`config.mk`:
```
export PLATFORM = sky130hd
export DESIGN_NAME = spi_capture_flat
export DESIGN_NICKNAME = d
export VERILOG_FILES = /design/src/rtl/spi_capture_if.sv /design/src/rtl/spi_capture.sv /design/src/flat_wrapper.sv
export SDC_FILE = /design/constraint.sdc
export NUM_CORES = 1
export LEC_CHECK = 0
export BUFFER_PORTS_ARGS = -buffer_cell sky130_fd_sc_hd__buf_2
export CORE_ASPECT_RATIO = 0.7
export CORE_MARGIN = 1.5
export CORE_UTILIZATION = 40
export CTS_CLUSTER_SIZE = 28
export DETAILED_ROUTE_END_ITERATION = 8
export SYNTH_ARGS = -nofsm -noshare
export SYNTH_HDL_FRONTEND = slang
export SYNTH_SLANG_ARGS = --single-unit
```
`constraint.sdc`:
```
create_clock -name clk -period 3.23 [get_ports clk]
set_input_delay 0.323 -clock clk [delete_from_list [all_inputs] [get_ports clk]]
set_output_delay 0.323 -clock clk [all_outputs]
set_load 0.1 [all_outputs]
```
`src/rtl/spi_capture_if.sv`:
```
// spi_capture_if: bundles the monitored SPI lines and the captured-word handshake.
// Signals: spi_clk/spi_cs/spi_di/spi_do (monitored bus), wordReady (consumer accept),
//          wordValid/word_di/word_do (held word pair), frameErr/overflow (pulses), errCnt.
// master drives the SPI lines and wordReady; slave is the capture block.
interface spi_capture_if;
  logic        spi_clk;
  logic        spi_cs;
  logic        spi_di;
  logic        spi_do;
  logic        wordReady;
  logic        wordValid;
  logic [31:0] word_di;
  logic [31:0] word_do;
  logic        frameErr;
  logic        overflow;
  logic [7:0]  errCnt;

  modport master (
    output spi_clk, spi_cs, spi_di, spi_do, wordReady,
    input  wordValid, word_di, word_do, frameErr, overflow, errCnt
  );

  modport slave (
    input  spi_clk, spi_cs, spi_di, spi_do, wordReady,
    output wordValid, word_di, word_do, frameErr, overflow, errCnt
  );
endinterface

```
`src/rtl/spi_capture.sv`:
```
// spi_capture: passive SPI monitor capturing 32-bit frames of two data lines into a one-deep holding register.
// Latency: frame-end event is registered 2 clk edges after spi_cs is first sampled high.
// Backpressure: valid/ready; a good frame arriving while the held word is not taken is dropped with an overflow pulse.
// Ports: clk, rst (synchronous, active-high); bus (spi_capture_if.slave) carries SPI inputs,
//        wordReady in, wordValid/word_di/word_do/frameErr/overflow/errCnt out.
// Optional feature: define SPIMON_ERR_CNT_EN to build the saturating error counter on errCnt;
//        without it errCnt is tied to zero.
module spi_capture (
  input  logic         clk,
  input  logic         rst,
  spi_capture_if.slave bus
);

  typedef enum logic [0:0] {
    ST_IDLE  = 1'b0,
    ST_ARMED = 1'b1
  } state_t;

  state_t      state_q;

  // [0] first sync flop, [1] second sync flop, [2] history flop for edge detection
  logic [2:0]  sclk_sync_q;
  logic [2:0]  cs_sync_q;
  logic [2:0]  di_sync_q;
  logic [2:0]  do_sync_q;

  logic [31:0] sh_di_q;
  logic [31:0] sh_do_q;
  logic [5:0]  bitcnt_q;
  logic [5:0]  bitcnt_d;

  logic [31:0] word_di_q;
  logic [31:0] word_do_q;
  logic        wvld_q;
  logic        frame_err_q;
  logic        ovf_q;

  logic        sclk_rise;
  logic        cs_rise;
  logic        cs_fall;
  logic        cs_low;
  logic        xfer;
  logic        frame_good;

  assign sclk_rise  = sclk_sync_q[1] & ~sclk_sync_q[2];
  assign cs_rise    = cs_sync_q[1]   & ~cs_sync_q[2];
  assign cs_fall    = ~cs_sync_q[1]  &  cs_sync_q[2];
  assign cs_low     = ~cs_sync_q[1];
  assign xfer       = wvld_q & bus.wordReady;
  assign frame_good = (bitcnt_q == 6'd32);

  // Bit counter saturates so very long frames cannot wrap back to 32.
  assign bitcnt_d = (bitcnt_q == 6'd63) ? 6'd63 : bitcnt_q + 6'd1;

  always_ff @(posedge clk) begin
    if (rst) begin
      state_q     <= ST_IDLE;
      sclk_sync_q <= '0;
      cs_sync_q   <= '0;
      di_sync_q   <= '0;
      do_sync_q   <= '0;
      sh_di_q     <= '0;
      sh_do_q     <= '0;
      bitcnt_q    <= '0;
      word_di_q   <= '0;
      word_do_q   <= '0;
      wvld_q      <= 1'b0;
      frame_err_q <= 1'b0;
      ovf_q       <= 1'b0;
    end else begin
      sclk_sync_q <= {sclk_sync_q[1:0], bus.spi_clk};
      cs_sync_q   <= {cs_sync_q[1:0],   bus.spi_cs};
      di_sync_q   <= {di_sync_q[1:0],   bus.spi_di};
      do_sync_q   <= {do_sync_q[1:0],   bus.spi_do};

      frame_err_q <= 1'b0;
      ovf_q       <= 1'b0;

      // Consumer took the word; a load below on the same edge overrides this.
      if (xfer) begin
        wvld_q <= 1'b0;
      end

      case (state_q)
        ST_IDLE: begin
          if (cs_fall) begin
            bitcnt_q <= '0;
            sh_di_q  <= '0;
            sh_do_q  <= '0;
            state_q  <= ST_ARMED;
          end
        end

        ST_ARMED: begin
          if (cs_fall) begin
            // Only reachable after a glitch pair; treat as a fresh frame start.
            bitcnt_q <= '0;
            sh_di_q  <= '0;
            sh_do_q  <= '0;
          end else if (cs_rise) begin
            state_q <= ST_IDLE;
            if (frame_good) begin
              if (!wvld_q || xfer) begin
                word_di_q <= sh_di_q;
                word_do_q <= sh_do_q;
                wvld_q    <= 1'b1;
              end else begin
                ovf_q <= 1'b1;
              end
            end else begin
              frame_err_q <= 1'b1;
            end
          end else if (sclk_rise && cs_low) begin
            // Data is taken from the history flop: it was sampled one cycle
            // before the rise was seen, well after the preceding falling edge
            // (spi_clk is at most clk/4), so it is settled and aligned.
            sh_di_q  <= {sh_di_q[30:0], di_sync_q[2]};
            sh_do_q  <= {sh_do_q[30:0], do_sync_q[2]};
            bitcnt_q <= bitcnt_d;
          end
        end

        default: state_q <= ST_IDLE;
      endcase
    end
  end

  assign bus.wordValid = wvld_q;
  assign bus.word_di   = word_di_q;
  assign bus.word_do   = word_do_q;
  assign bus.frameErr  = frame_err_q;
  assign bus.overflow  = ovf_q;

`ifdef SPIMON_ERR_CNT_EN
  logic [7:0] errcnt_q;
  logic [7:0] errcnt_d;

  // frameErr and overflow never coincide, so one increment per pulse suffices.
  assign errcnt_d = (errcnt_q == 8'hFF) ? 8'hFF : errcnt_q + 8'd1;

  always_ff @(posedge clk) begin
    if (rst) begin
      errcnt_q <= '0;
    end else if (frame_err_q || ovf_q) begin
      errcnt_q <= errcnt_d;
    end
  end

  assign bus.errCnt = errcnt_q;
`else
  assign bus.errCnt = 8'h00;
`endif

endmodule

```
`src/flat_wrapper.sv`:
```
// flat-port wrapper written by rule: the top's interface ports become plain ports
module spi_capture_flat 
  (clk, rst, bus_spi_clk, bus_spi_cs, bus_spi_di, bus_spi_do, bus_wordReady, bus_wordValid, bus_word_di, bus_word_do, bus_frameErr, bus_overflow, bus_errCnt);
  spi_capture_if bus_i ();
  input  logic clk;
  input  logic rst;
  input wire logic [$bits(bus_i.spi_clk)-1:0] bus_spi_clk;
  input wire logic [$bits(bus_i.spi_cs)-1:0] bus_spi_cs;
  input wire logic [$bits(bus_i.spi_di)-1:0] bus_spi_di;
  input wire logic [$bits(bus_i.spi_do)-1:0] bus_spi_do;
  input wire logic [$bits(bus_i.wordReady)-1:0] bus_wordReady;
  output wire logic [$bits(bus_i.wordValid)-1:0] bus_wordValid;
  output wire logic [$bits(bus_i.word_di)-1:0] bus_word_di;
  output wire logic [$bits(bus_i.word_do)-1:0] bus_word_do;
  output wire logic [$bits(bus_i.frameErr)-1:0] bus_frameErr;
  output wire logic [$bits(bus_i.overflow)-1:0] bus_overflow;
  output wire logic [$bits(bus_i.errCnt)-1:0] bus_errCnt;
  assign bus_i.spi_clk = bus_spi_clk;
  assign bus_i.spi_cs = bus_spi_cs;
  assign bus_i.spi_di = bus_spi_di;
  assign bus_i.spi_do = bus_spi_do;
  assign bus_i.wordReady = bus_wordReady;
  assign bus_wordValid = bus_i.wordValid;
  assign bus_word_di = bus_i.word_di;
  assign bus_word_do = bus_i.word_do;
  assign bus_frameErr = bus_i.frameErr;
  assign bus_overflow = bus_i.overflow;
  assign bus_errCnt = bus_i.errCnt;
  spi_capture u_core (.clk(clk), .rst(rst), .bus(bus_i));
endmodule
```
; Word level (Yosys, flattened, before mapping)
; Index checks and enable logic that the tools add are counted.
; W data, S select, Z words.
[word_totals]
ff_bits = 150
latch_bits = 0
ram_bits = 0
rom_bits = 0
input_bits = 7
out_inout_bits = 75
word_cells = 64
memories = 0
[classes]
addsub = 1
n_mul = 0
n_div = 0
n_lt_le_gt_ge = 0
n_eq_ne = 5
shifts = 0
muxes = 27
n_bitwise = 11
reduce_logical = 7
[ops]
columns = cell, count
row1 = $mux W32, 7
row2 = $pmux W32 S2, 2
row3 = $mux W6, 5
row4 = $eq A6 B6 Y1 const B, 2
row5 = $pmux W6 S2, 1
row6 = $mux W1, 11
row7 = $not A1 Y1, 7
row8 = $add A6 B1 Y6 const B, 1
row9 = $ne A3 B3 Y1 const B, 2
row10 = $reduce_and A5 Y1, 1
row11 = $reduce_or A5 Y1, 1
row12 = $and A1 B1 Y1, 4
row13 = $reduce_or A4 Y1, 1
row14 = $reduce_and A3 Y1, 1
row15 = $ne A2 B1 Y1 const B, 1
row16 = $pmux W1 S2, 1
row17 = $logic_and A1 B1 Y1, 1
row18 = $logic_not A1 Y1, 1
row19 = $logic_or A1 B1 Y1, 1

; Logic depth before layout (Yosys ltp)
; Gate-level depths: netlist of the first run.
[depth]
ltp_word = 7
ltp_mapped = 8

; Worst setup path after synthesis of the first run
; No wires, ideal clock.
[synth_path]
path_kind = reg-to-reg
startpoint = register u_core.wvld_q, in the netlist u_core.bus.wordValid
endpoint = register u_core.word_di_q[10], in the netlist u_core.bus.word_di[10]
setup_time_ns = 0.070
arrival_time_ns = 1.929
required_time_ns = 3.160
path_slack_ns = 1.231
stages_incl_launch_ff = 6
path_buffers = 1
period_less_slack_ns = 1.999
path_cell_list = dfxtp_1 > nand2b_1 > nand4_1 > clkbuf_1 > nand2_1 > a21oi_1
[synth_between]
elab_chain_len = 3
word_cells_on_any_way = 4
cone_classes = bitwise: 1 / reduce/logical: 3
[synth_rtl]
columns = element, line_no
row1 = "start, declared", spi_capture.sv:34  ; logic wvld_q;
row2 = "start signal, assigned", spi_capture.sv:67  ; wvld_q <= 1'b0;
row3 = "start signal, assigned", spi_capture.sv:81  ; wvld_q <= 1'b0;
row4 = "start signal, assigned", spi_capture.sv:106  ; wvld_q <= 1'b1;
row5 = $and A1 B1 Y1 or $logic_not A1 Y1 (tied branches), "spi_capture.sv:49, spi_capture.sv:103"
row6 = $logic_or A1 B1 Y1 *, spi_capture.sv:103  ; if (!wvld_q || xfer) begin
row7 = $reduce_and A5 Y1 (no line) *, n/a
row8 = "end signal, assigned", spi_capture.sv:104  ; word_di_q <= sh_di_q;
row9 = "end, declared", spi_capture.sv:32  ; logic [31:0] word_di_q;
; Every way passes the cells marked *; elsewhere a longest branch is shown, timed or not.
; A chain may end at the register's enable or synchronous reset.

; Worst setup path in the final report of the first run
[layout_path]
startpoint = register u_core.bitcnt_q[0]
endpoint = register u_core.word_di_q[21], in the netlist u_core.bus.word_di[21]
[layout_between]
elab_chain_len = 2
[layout_rtl]
columns = element, line_no
row1 = "start, declared", spi_capture.sv:29  ; logic [5:0] bitcnt_q;
row2 = "start signal, assigned", spi_capture.sv:119  ; bitcnt_q <= bitcnt_d;
row3 = $eq A6 B6 Y1, spi_capture.sv:50  ; assign frame_good = (bitcnt_q == 6'd32);
row4 = $reduce_and A5 Y1 (no line), n/a
; No other way between the ends.

==> results summary, run 1 <==
The yosys synthesis warning count came out at 0. The worst-case reg-to-reg path depth is 7. At the later pin of the worst-skew pair, clock insertion delay measures slightly above 400 ps. The achievable frequency came out at 450 MHz. The number of library cell types mapped by synthesis is 30.

The area added between synthesis and finish is 18.7%. The worst hold path terminates at u_core.sclk_sync_q[0]. Of all nets on the critical path, the largest fanout is 34. Measured against its own limit, the worst slew margin works out to about two fifths. The library cells used most frequently in the layout, excluding fill and tap cells, are dfxtp_1 (150), nand2_1 (132), buf_2 (72), nor2_1 (70), a22oi_1 (65).

The number of antenna violations at the first check in global routing was 0. The placer's final routability congestion estimate is just over 0.7. VDD sags by at most 422 µV. At the end of the flow, the number of nets in the layout was ~650. The share of the core filled with cells is 49.4%. The sink count of the clock tree is 150.

STA classifies the critical path endpoint as a flop. The post-synthesis cell count is slightly below 600. The count of cells along the worst hold path is 2. The number of buffers created by CTS came out at 17. The worst-margin pin slew is 889 ps. The number of hold violations in the final report came to 0. The total area inside the core boundary comes to 12600 µm². Summing the sequential cell areas from Yosys gives around 57% of the chip area. The share of the clock period used by the worst path after layout came out at slightly below 70%. The synthesized design devotes to its leading area cell type 57.3% of total area. The number of global-route vias before repair is roughly 3700.

The post-synthesis sequential element count came out at 150. The critical path starts at u_core.bitcnt_q[0]. The clock arrives with ~8.4 ps of skew. Power spread over the standard cell area amounts to approximately 630 nW/µm². Yosys attributes the largest share of cell area to dfxtp_1 (57%), nand2_1 (9.5%), a22oi_1 (9.3%), a21oi_1 (5.9%), nor2_1 (5.0%). The die area came out at between 10000 and 15000 µm². The count of nets left with antenna violations once routing finished came out at 0.

The number of DRC violations after detailed routing came out at 5. The number of buffers inserted by post-CTS setup repair came out at 0. A synthesized cell averages 8.93 µm². The critical path start-end classification is flop to flop. dfxtp_1 takes more of the synthesized area than any other cell.

The minimum clock period after layout is 2220 ps. The clock tree from TritonCTS is yes. The fraction of layout cells with a size suffix above 1 is between 10% and 20%. The number of detailed-route iterations in the first pass came out at 7. Leaving out fill and tap cells, the most frequent cell in the layout is dfxtp_1.

The checks that failed: DRC. The run finished, with violations left. The overall die width came out at roughly 140 µm. In this run the critical register-to-register path is captured at u_core.bus.word_di[21]. Max-cap violations in this run came to 0. On the worst path, the slowest cell contributes a delay of roughly 700 ps.

In this run the worst hold path is classified as input pin to flop. The largest net degree at the start of global routing came out at 71. Dividing the detail-routed wire length by the instance count gives 12.9 µm. For this block, the initial DRC count from the detailed router was ~340. In this run the cell area of the synthesized design comes to ~5200 µm². Among all stages on the critical path, the largest delay is contributed by and4_2. The count of antenna diodes in the layout came out at 0.

Adding up every negative setup slack in the final design gives 0 ps. The final count of negative-setup-slack endpoints is 0. Grouping stages by cell kind, the critical path spends the most delay in simple AND/OR/NAND/NOR gates.

The worst setup path is launched from a flop. In this run the most critical hold path is launched from bus_spi_clk. The hold-fix buffer count after cts came out at 0. The chip height came out at slightly below 100 µm. The count of pins on the block boundary came out at 82. The total number of H-tree levels is 4. The number of pins with negative max-slew slack in the final report came out at 0.

The ratio of routed vias to standard cells is approximately 5.1. The tree is rooted in a clkbuf_16. The post-cts repair resize count is 0. The initial core utilization came out at between 40% and 50%.

The clock passes through at most 2 buffers. The number of vias after detailed routing is 4131. The startpoint identified for the worst register-to-register timing path is u_core.bitcnt_q[0]. Global routing consumed, over all layers together, roughly 16% of the routing resources. Counting both buffers and inverters, the worst setup path holds a total of 2. The slack of the worst reg-to-reg path is 1010 ps. The critical path goes through inv_1, ha_1, nor4b_4, and4_2, buf_4, nand2_1, a21oi_1. Summing all non-filler instances in the final layout gives an area of 6220 µm². The clock-pin slew of the registers on the worst-case setup and hold paths came out at about 60 ps. After detailed placement, the total cell area comes to between 5000 and 6000 µm².

The endpoint required time on the critical path came out at roughly 3600 ps. The wire length after detailed routing is ~11000 µm. After legalization and detailed placement, the total HPWL measured approximately 6600 µm. For the worst setup path, the data arrival time is around 2600 ps. The number of rows in the core area came out at 34. Setup repair after global routing left no endpoint under its margin. The total congestion overflow after global routing came out at 0. The count of buffers added on input and output ports is between 70 and 80. For this design the static power due to leakage is 0.00236 µW. The first-pass GRT wire length is between 15000 and 20000 µm.
-- report_power, final --
| group | switching (µW) | leakage, µW | internal [µW] | total [µW] |
|---|---|---|---|---|
| Combinational | 81.9 | 0.000871 | 11.7 | 93.6 |
| Clock | 712 | 0.000283 | 1250 | 1960 |
| Sequential | 3.06 | 0.00121 | 1860 | 1860 |
-- cell type report --
cell class | instances | area, µm²
inverter | 3 | 11.3
multi-input combinational | 388 | 1980
tap | 162 | 203
fill | 1246 | 6370
clock inverter | 8 | 124
timing repair buffer | 82 | 435
clock buffer | 23 | 468
sequential | 150 | 3000
-- cell usage after synthesis (all sizes together) --
cell,count
a31oi,1
and3b,2
or3,2
clkbuf,25
dfxtp,150
nand2b,2
o21ai,7
ha,2
a41oi,1
inv,3
nor3,3
nand4,1
nor2b,11
a21oi,72
and2,1
conb,1
a22oi,65
nand4b,1
nand3,3
nor4b,2
and4,1
nand2,132
nor4,1
buf,28
nor2,70
-- worst reg2reg max path, stage by stage, from the launching register on --
cell and delay [ps]:
dfxtp_1 350, inv_1 70, ha_1 130, nor4b_4 210, and4_2 700, buf_4 430
nand2_1 120, a21oi_1 140
-- state kept, by name (all words and copies together) (netlist names) --
signal                count
u_core.bitcnt_q           6
u_core.bus.frameErr       1
u_core.bus.overflow       1
u_core.bus.wordValid      1
u_core.bus.word_di       32
u_core.bus.word_do       32
u_core.cs_sync_q          3
u_core.di_sync_q          3
u_core.do_sync_q          3
u_core.sclk_sync_q        3
u_core.sh_di_q           32
u_core.sh_do_q           32
u_core.state_q            1
-- stage by stage --
step	total power, µW	instances	hold slack, ps	setup slack [ps]
after CTS	3970	816	109	950
after detailed placement	1990	785	425	955
final	3920	816	129	1010
after global placement	1990	785	421	1060
after floorplan	1990	594	414	1230
after global routing	4050	816	114	781
-- how the worst max path moves through the flow --
stage	to	slack (ps)	cells after the start
after floorplan	u_core.bus.word_di[10]	1230	5
after global placement	u_core.bus.word_di[21]	1060	7
after detailed placement	u_core.bus.word_di[21]	950	7
after CTS	u_core.bus.word_di[21]	950	7
after global routing	u_core.bus.word_di[5]	780	7
final	u_core.bus.word_di[21]	1010	7
-- metal layers --
layer / vias up / track usage, % / wire length (µm)
met4: 0 / 5.83 / 66
met5: - / 0 / 0
met2: 85 / 24.6 / 4890
met1: 1967 / 20.8 / 5130
li1: 2075 / - / -
met3: 4 / 5.15 / 461
-- cell families after synthesis --
logic type	after synthesis	synth area share, %
AND/OR/NAND/NOR	232	18.5
flip-flops	150	57.3
AO/OA/AOI/OAI	146	17.9
buffers and inverters	56	5.82
adder cells (fa/ha/maj)	2	0.477
other	1	0.0715
Power figures use the tool's default switching activity.
==> inputs of run 2 (changes only) <==
--- a/config.mk
+++ b/config.mk
@@ -5,6 +5,7 @@
 export SDC_FILE = /design/constraint.sdc
 export NUM_CORES = 1
 export LEC_CHECK = 0
+export ABC_AREA = 1
 export BUFFER_PORTS_ARGS = -buffer_cell sky130_fd_sc_hd__buf_2
 export CORE_ASPECT_RATIO = 0.7
 export CORE_MARGIN = 1.5
==> constraint.sdc (replaced) <==
create_clock -name clk -period 2 [get_ports clk]
set_input_delay 0.2 -clock clk [delete_from_list [all_inputs] [get_ports clk]]
set_output_delay 0.2 -clock clk [all_outputs]
set_load 0.1 [all_outputs]
==> run 2 against run 1 <==
Net effect:
- the run now ends clean
- largest cell class unchanged
- synthesized cell count is 17% higher
- clock-buffer cell count is 1 lower
- sequential power is 61% higher
- clock skew is 1.5 ps higher
- sequential cell count stayed put
- final area is 4.7% higher
- worst setup slack worse by 590 ps
- clock power is 61% higher
- synthesized area is 3.9% higher
- routed wire length is 11% higher
- power is 62% higher
- via count is 9.0% higher
==> results summary, run 2 <==
The flow ran to the end, and the final reports show no timing, DRC or antenna violations. The number of buffer and inverter stages on the critical path is 2 (unchanged). The endpoint required time on the critical path came out at 2340 ps (-1220 ps).

The worst setup path is captured at a flop. The yosys synthesis warning count came to 0 (unchanged). The fraction of layout cells with a size suffix above 1 is 16.4% (-2.4 points).

The number of antenna violations at the first check in global routing came to 0 (unchanged). The worst-case clock skew is 9.90 ps (+1.46 ps). The count of antenna diodes in the layout is 0 (unchanged). The leakage power is 0.00240 µW (+1.7%). The most numerous cell type found on the critical path is nand3_1. In the synthesized netlist the dominant register cell turns out to be dfxtp_1. The number of buffers inserted by post-CTS setup repair came out at 0 (unchanged). The peak supply drop is 662 µV (+57%). The library cell with the largest summed area after synthesis is dfxtp_1.

The number of detailed-route iterations in the first pass is 4 (-3). The clock latency of the later-clocked register in the worst-skew pair was 410 ps (about the same). The area of the multi-input gates came out at 2070 µm² (+4.8%). The count of nets left with antenna violations after detail routing is 0 (unchanged). The first-pass GRT wire length came out at 19400 µm (+10%).

The startpoint identified for the worst hold timing path is bus_spi_do. The sequential element share of the synthesized area is 55.1% (-2.2 points). The global-route usage over all layers is 17.0% (+1.1 points). The detailed placer's ending HPWL is 7090 µm (+8.0%). The arrival time at the worst endpoint is 1930 ps (-630 ps).

The category of cells accounting for the largest share of critical-path delay is simple AND/OR/NAND/NOR gates. In this run the clock root is driven by a clkbuf_16. The minimum clock period after layout is 1590 ps (-635 ps). The chip height came out at 101 µm (+1.9%). The number of vias after detailed routing is 4502 (+9.0%).

The post-cts repair resize count is 0 (unchanged). The setup TNS came out at 0 ps (unchanged). The fraction of synthesized cell area taken by the top area cell type is 55.1% (-2.2 points). The startpoint identified for the worst register-to-register timing path is u_core.bitcnt_q[0]. The proportion of synthesized flip-flops having asynchronous set or reset came to 0% (unchanged).

The number of buffers created by CTS is 17 (unchanged). The number of hold violations in the final report was 0 (unchanged). The wire length after detailed routing came out at 11700 µm (+11%). The largest net degree at the start of global routing is 78 (+9.9%). In the layout the commonest cells are nand2_1 (210), dfxtp_1 (150), a21oi_1 (134), buf_2 (72), nand3_1 (71). The ratio of routed vias to standard cells came out at 4.79 (-5.3%). The detailed-route wire length per cell is 12.5 µm (-3.5%).

The tightest min-delay check is of the input pin to flop type. The number of global-route vias before repair came to 4195 (+12%). The count of pins on the block boundary is 82 (unchanged). The number of nets in the final layout is 750 (+15%). The post-synthesis cell count is 685 (+17%). The cell area after synthesis came out at 5450 µm² (+3.9%). The number of enable-type register cells in the synthesized netlist came out at 0 (unchanged).

The maximum number of buffers from clock root to sink came out at 2 (unchanged). The clock tree from TritonCTS is yes. The number of DRC violations after detailed routing is 0 (-5). The critical-path maximum fanout was 26 (-24%). The number of DRC markers after the initial detailed-route iteration is 315 (-7.9%). The placeable core region was 13200 µm² (+5.0%).

The slowest cell on the critical path is dfxtp_1. The critical path in this run is classified as flop to flop. The share of the clock period used by the worst path after layout came out at 79.4% (+11 points). The share of the core filled with cells came out at 49.3% (-0.13 points). The footprint of the flip-flops and latches came out at 3000 µm² (unchanged). The overall die width is 142 µm (+1.9%). The post-synthesis area per instance came out at 7.95 µm² (-11%). The count of filler cells inserted in the layout is 1316 (+5.6%). The total power per unit cell area is 971 nW/µm² (+54%).

Setup repair after global routing left no endpoint under its margin. The number of max-capacitance violations reported is 0 (unchanged). STA classifies the critical path startpoint as a flop.

The number of pins with negative max-slew slack in the final report is 0 (unchanged). The clock-pin slew of the registers on the worst-case setup and hold paths is 60 ps (about the same). The placer's final routability congestion estimate was 0.786 (+9.6%). The achievable frequency came out at 629 MHz (+40%).

The sink count of the clock tree is 150 (unchanged). In this run the worst setup path begins at u_core.bitcnt_q[0]. The total congestion overflow after global routing is 0 (unchanged). The critical path goes through inv_1, ha_1, nand3_1, nor3_4, buf_4, nand3_1, a21oi_1. The final count of negative-setup-slack endpoints came out at 0 (unchanged).

nand2_1 is the most common cell in the netlist. The number of library cell types mapped by synthesis came to 22 (-27%). The total number of H-tree levels is 4 (unchanged).

The largest incremental delay on the critical path is 330 ps (-370 ps). The number of port buffers came out at 73 (unchanged). Ranked by total cell area, the synthesized netlist is headed by dfxtp_1 (55%), nand2_1 (14%), a21oi_1 (12%), nand3_1 (6.5%), buf_4 (1.9%). The initial core utilization came out at 41.2% (-0.43 points). The area added between synthesis and finish is 19.6%.

The post-synthesis sequential element count was 150 (unchanged). Leaving out fill and tap cells, the most frequent cell in the layout is nand2_1. The commonest cells after synthesis are nand2_1 (210), dfxtp_1 (150), a21oi_1 (134).

The number of rows in the core area is 35 (+2.9%). The die area was 14300 µm² (+3.8%).
[run 2: changes by cell type after synthesis, sizes merged, moves of 5 or more]
cell   delta
nand2    +79
nand3    +68
a22oi    -65
a21oi    +62
nor2     -48
inv      +19
nor2b    -11
buf       +5
[run 2: per-stage QoR]
step / hold WS (ps) / total power [µW] / std cells / setup WS, ps / area [µm²]
finish: 51.5 / 6330 / 939 / 411 / 6520
detailed placement: 394 / 3230 / 904 / 399 / 5890
global placement: 393 / 3230 / 904 / 419 / 5890
global route: 55.6 / 6560 / 939 / 269 / 6520
CTS: 31.7 / 6410 / 939 / 388 / 6520
floorplan: 307 / 3210 / 692 / 86.7 / 5470
[run 2: final timing paths]
check | endpoint | slack, ps | cells after the start
hold reg to reg | u_core.di_sync_q[2] | 400 | 2
setup / recovery | u_core.bus.word_do[25] | 410 | 7
setup reg to reg | u_core.bus.word_do[25] | 410 | 7
hold / removal | u_core.do_sync_q[0] | 50 | 3
[run 2: power breakdown]
part	leakage (µW)	switching (µW)	internal, µW
Clock	0.000275	1220	1940
Combinational	0.000918	139	24.9
Sequential	0.00121	5.28	3000
Total	0.00240	1360	4970
[run 2: timing repair]
item / CTS / global route
hold endpoints to repair: 3 / 0
setup endpoints to repair: 0 / 0
hold buffers: 3 / 0
[run 2: cells by family (layout without fill, tap and decap cells)]
logic type	Yosys count	after routing	share of synthesized area (%)
buffers and inverters	81	143	7.65
DFF	150	150	55.1
adders and majority gates	2	2	0.459
other	1	8	0.0688
and+or+nand+nor	309	309	23.4
AOI/OAI and AO/OA	142	142	13.3
[run 2: per-layer routing]
metal | wire [µm] | part of all wire (%) | up-vias | track usage (%)
met5 | 0 | 0 | - | 0
met4 | 129 | 1.1 | 0 | 6.11
met3 | 578 | 4.9 | 12 | 4.85
met2 | 5310 | 45 | 91 | 27.5
met1 | 5710 | 49 | 2069 | 21.8
li1 | - | - | 2330 | -
[run 2: cell type report]
cell class              count  area share, %
inverters                  22           1.27
flip-flops and latches    150           46.1
repair buffers             89           8.18
multi-input cells         461           31.8
clock buffers              22           7.28
well taps                 185           3.55
clock inverters            10           1.84
[run 2: tightest hold or removal path, delay by kind of cell]
family        cells  cell delay (ps)
buf+inv           2              140
simple gates      1               80
==> inputs of run 3 (changes only) <==
==> constraint.sdc (replaced) <==
create_clock -name clk -period 1.4 [get_ports clk]
set_input_delay 0.14 -clock clk [delete_from_list [all_inputs] [get_ports clk]]
set_output_delay 0.14 -clock clk [all_outputs]
set_load 0.1 [all_outputs]
==> run 3 against run 2 <==
Net effect:
- the run now ends with setup timing left
- critical path type unchanged
- sequential power is 43% higher
- sequential share of layout area down 9.4 points
- largest cell class unchanged
- clock power up 59%
- power rose by 53%
- combinational power increased by 110%
- clock skew shrank 2.8 ps
- global-route usage grew 1.6 points
- non-clock buffer count is 54 higher
==> results summary, run 3 (synthesis results as in run 2) <==
The placeable core region is 13200 µm² (unchanged). The number of port buffers came out at 73 (unchanged). The count of nets left with antenna violations after detail routing is 0 (unchanged). The total power per unit cell area is 1170 nW/µm² (+21%). The detailed-route wire length per cell came out at 16.3 µm (+31%).

The ratio of routed vias to standard cells came out at 5.21 (+8.7%). The sink count of the clock tree came out at 150 (unchanged). The path category of the worst min-delay check is input pin to flop. The overall die width was 142 µm (unchanged). The critical path start-end classification is flop to flop. The startpoint identified for the worst register-to-register timing path is u_core.bitcnt_q[0]. The slack of the worst reg-to-reg path is -170 ps (-580 ps). The achievable frequency is 636 MHz (+1.1%). The endpoint required time on the critical path came out at 1680 ps (-660 ps). The count of non-filler cells in the finished layout came to 990 (+5.4%).

The number of DRC markers after the initial detailed-route iteration is 307 (-2.5%). The largest net degree at the start of global routing came out at 83 (+6.4%). The count of antenna diodes in the layout is 0 (unchanged).

The kind of capture point of the worst setup path is a flop. The final reports fail on setup timing. The final count of negative-setup-slack endpoints is 122 (+122).

The slack of the critical path is -172 ps (-583 ps). The chip height came out at 101 µm (unchanged). The hold path startpoint is rst. The die area came out at 14300 µm² (unchanged).

The number of nets in the final layout is 804 (+7.2%). The peak supply drop came out at 933 µV (+41%). The count of pins on the block boundary is 82 (unchanged). The placer's final routability congestion estimate came to 0.706 (-10%).

The arrival time at the worst endpoint is 1850 ps (-80 ps). The instance area after placement is 6060 µm² (+2.8%). The final design instance area without fill came out at 8220 µm² (+26%). The total number of H-tree levels is 4 (unchanged). In this run the worst setup path begins at u_core.bitcnt_q[0].

The worst-case clock skew is 7.09 ps (-2.81 ps). The most critical setup path has its endpoint at u_core.bus.word_di[3]. From synthesis to final layout, the design area changed by 50.9%. The worst register-to-register path ends at u_core.bus.word_di[3]. The worst-case reg-to-reg path depth was 9 (+2).

The clock-pin slew of the registers on the worst-case setup and hold paths came out at 60 ps (about the same). The number of detailed-route iterations in the first pass is 5 (+1). The number of buffers created by CTS came out at 17 (unchanged).

The clock latency of the later-clocked register in the worst-skew pair was 420 ps (about the same). The type of element launching the critical path is a flop. The number of antenna violations at the first check in global routing is 0 (unchanged). Setup repair after global routing could not meet its margin everywhere. The number of global-route vias before repair came out at 4589 (+9.4%). The first-pass GRT wire length is 21300 µm (+9.9%). The number of pins with negative max-slew slack in the final report is 0 (unchanged). The master cell of the clock root buffer is clkbuf_16. The share of the clock period used by the worst path after layout is 112% (+33 points). The number of rows in the core area was 35 (unchanged). The fraction of layout cells with a size suffix above 1 is 40.9% (+24 points). The critical-path maximum fanout is 7 (-73%).

The number of DRC violations after detailed routing is 0 (unchanged). The detailed placer's ending HPWL came out at 7510 µm (+6.0%). The number of max-capacitance violations reported came out at 0 (unchanged).

The leakage power was 0.00315 µW (+31%). The setup TNS came out at -8840 ps (-8840 ps). The wire length after detailed routing came out at 16200 µm (+38%). The maximum number of buffers from clock root to sink came out at 2 (unchanged). The global-route usage over all layers came out at 18.6% (+1.6 points).

The share of the core filled with cells came out at 62.2% (+13 points). The minimum clock period after layout is 1570 ps (-17.0 ps). The run finished, with violations left. In the layout the commonest cells are dfxtp_1 (145), nand2_1 (114), a21oi_1 (98), nand3_1 (67), nand2_2 (65). The library cell used most frequently in the layout, excluding fill and tap cells, is dfxtp_1. TritonCTS built the clock tree. The total congestion overflow after global routing came out at 0 (unchanged). The number of cells after detailed placement is 919 (+1.7%).

The number of hold violations in the final report came out at 0 (unchanged). The initial core utilization came out at 41.2% (unchanged). The number of vias after detailed routing came out at 5159 (+15%).
-- run 3: how the worst min path moves through the flow --
stage | slack, ps | end | depth (start not counted)
floorplan | 250 | u_core.cs_sync_q[0] | 2
global placement | 350 | u_core.di_sync_q[0] | 3
detailed placement | 360 | u_core.sclk_sync_q[0] | 3
CTS | 30 | u_core.bus.word_di[5] | 2
global route | 60 | u_core.sh_di_q[11] | 2
finish | 50 | u_core.sh_di_q[11] | 2
-- run 3: what timing repair did --
item	in CTS	in global routing
hold buffers	4	0
gates cloned	4	22
pin swaps	4	62
gates resized for setup	54	193
setup endpoints to repair	66	140
setup buffers	7	6
endpoints found under the hold margin	4	0
-- run 3: final cells by class --
| cell class | count | area [µm²] |
|---|---|---|
| clock buffers | 20 | 478 |
| clock inverters | 9 | 173 |
| fillers | 1074 | 5000 |
| inverters | 22 | 82.6 |
| multi-input cells | 461 | 2700 |
| flip-flops and latches | 150 | 3010 |
| well taps | 185 | 231 |
| repair buffers | 143 | 1540 |
-- run 3: critical path, cell delays in order, from the launching register on --
cell       delay [ps]
dfxtp_2           320
inv_2              70
ha_4              140
nand3_4            80
nor3_4            180
buf_6             150
nand2_8           130
clkbuf_16         220
nand2_1            70
a21oi_1            70
-- run 3: per-layer routing --
| layer | vias to the layer above | GRT usage, % | wire [µm] |
|---|---|---|---|
| met5 | - | 0 | 0 |
| met4 | 0 | 6.82 | 421 |
| met3 | 38 | 4.32 | 1020 |
| met2 | 204 | 30.8 | 7660 |
| met1 | 2467 | 23.9 | 7050 |
| li1 | 2450 | - | - |
-- run 3: report_power, final --
| group | internal, µW | switching, µW |
|---|---|---|
| registers | 4280 | 8.86 |
| clock network | 3320 | 1710 |
| logic | 93.8 | 243 |
| total | 7700 | 1960 |
-- run 3: per-stage QoR --
| stage | worst slack (ps) | hold slack [ps] | total power, µW |
|---|---|---|---|
| detailed placement | -95.8 | 356 | 4620 |
| floorplan | -57.6 | 247 | 4590 |
| global placement | -103 | 346 | 4620 |
| global route | -249 | 62.7 | 9910 |
| finish | -172 | 47.0 | 9660 |
| CTS | -70.3 | 32.0 | 9620 |
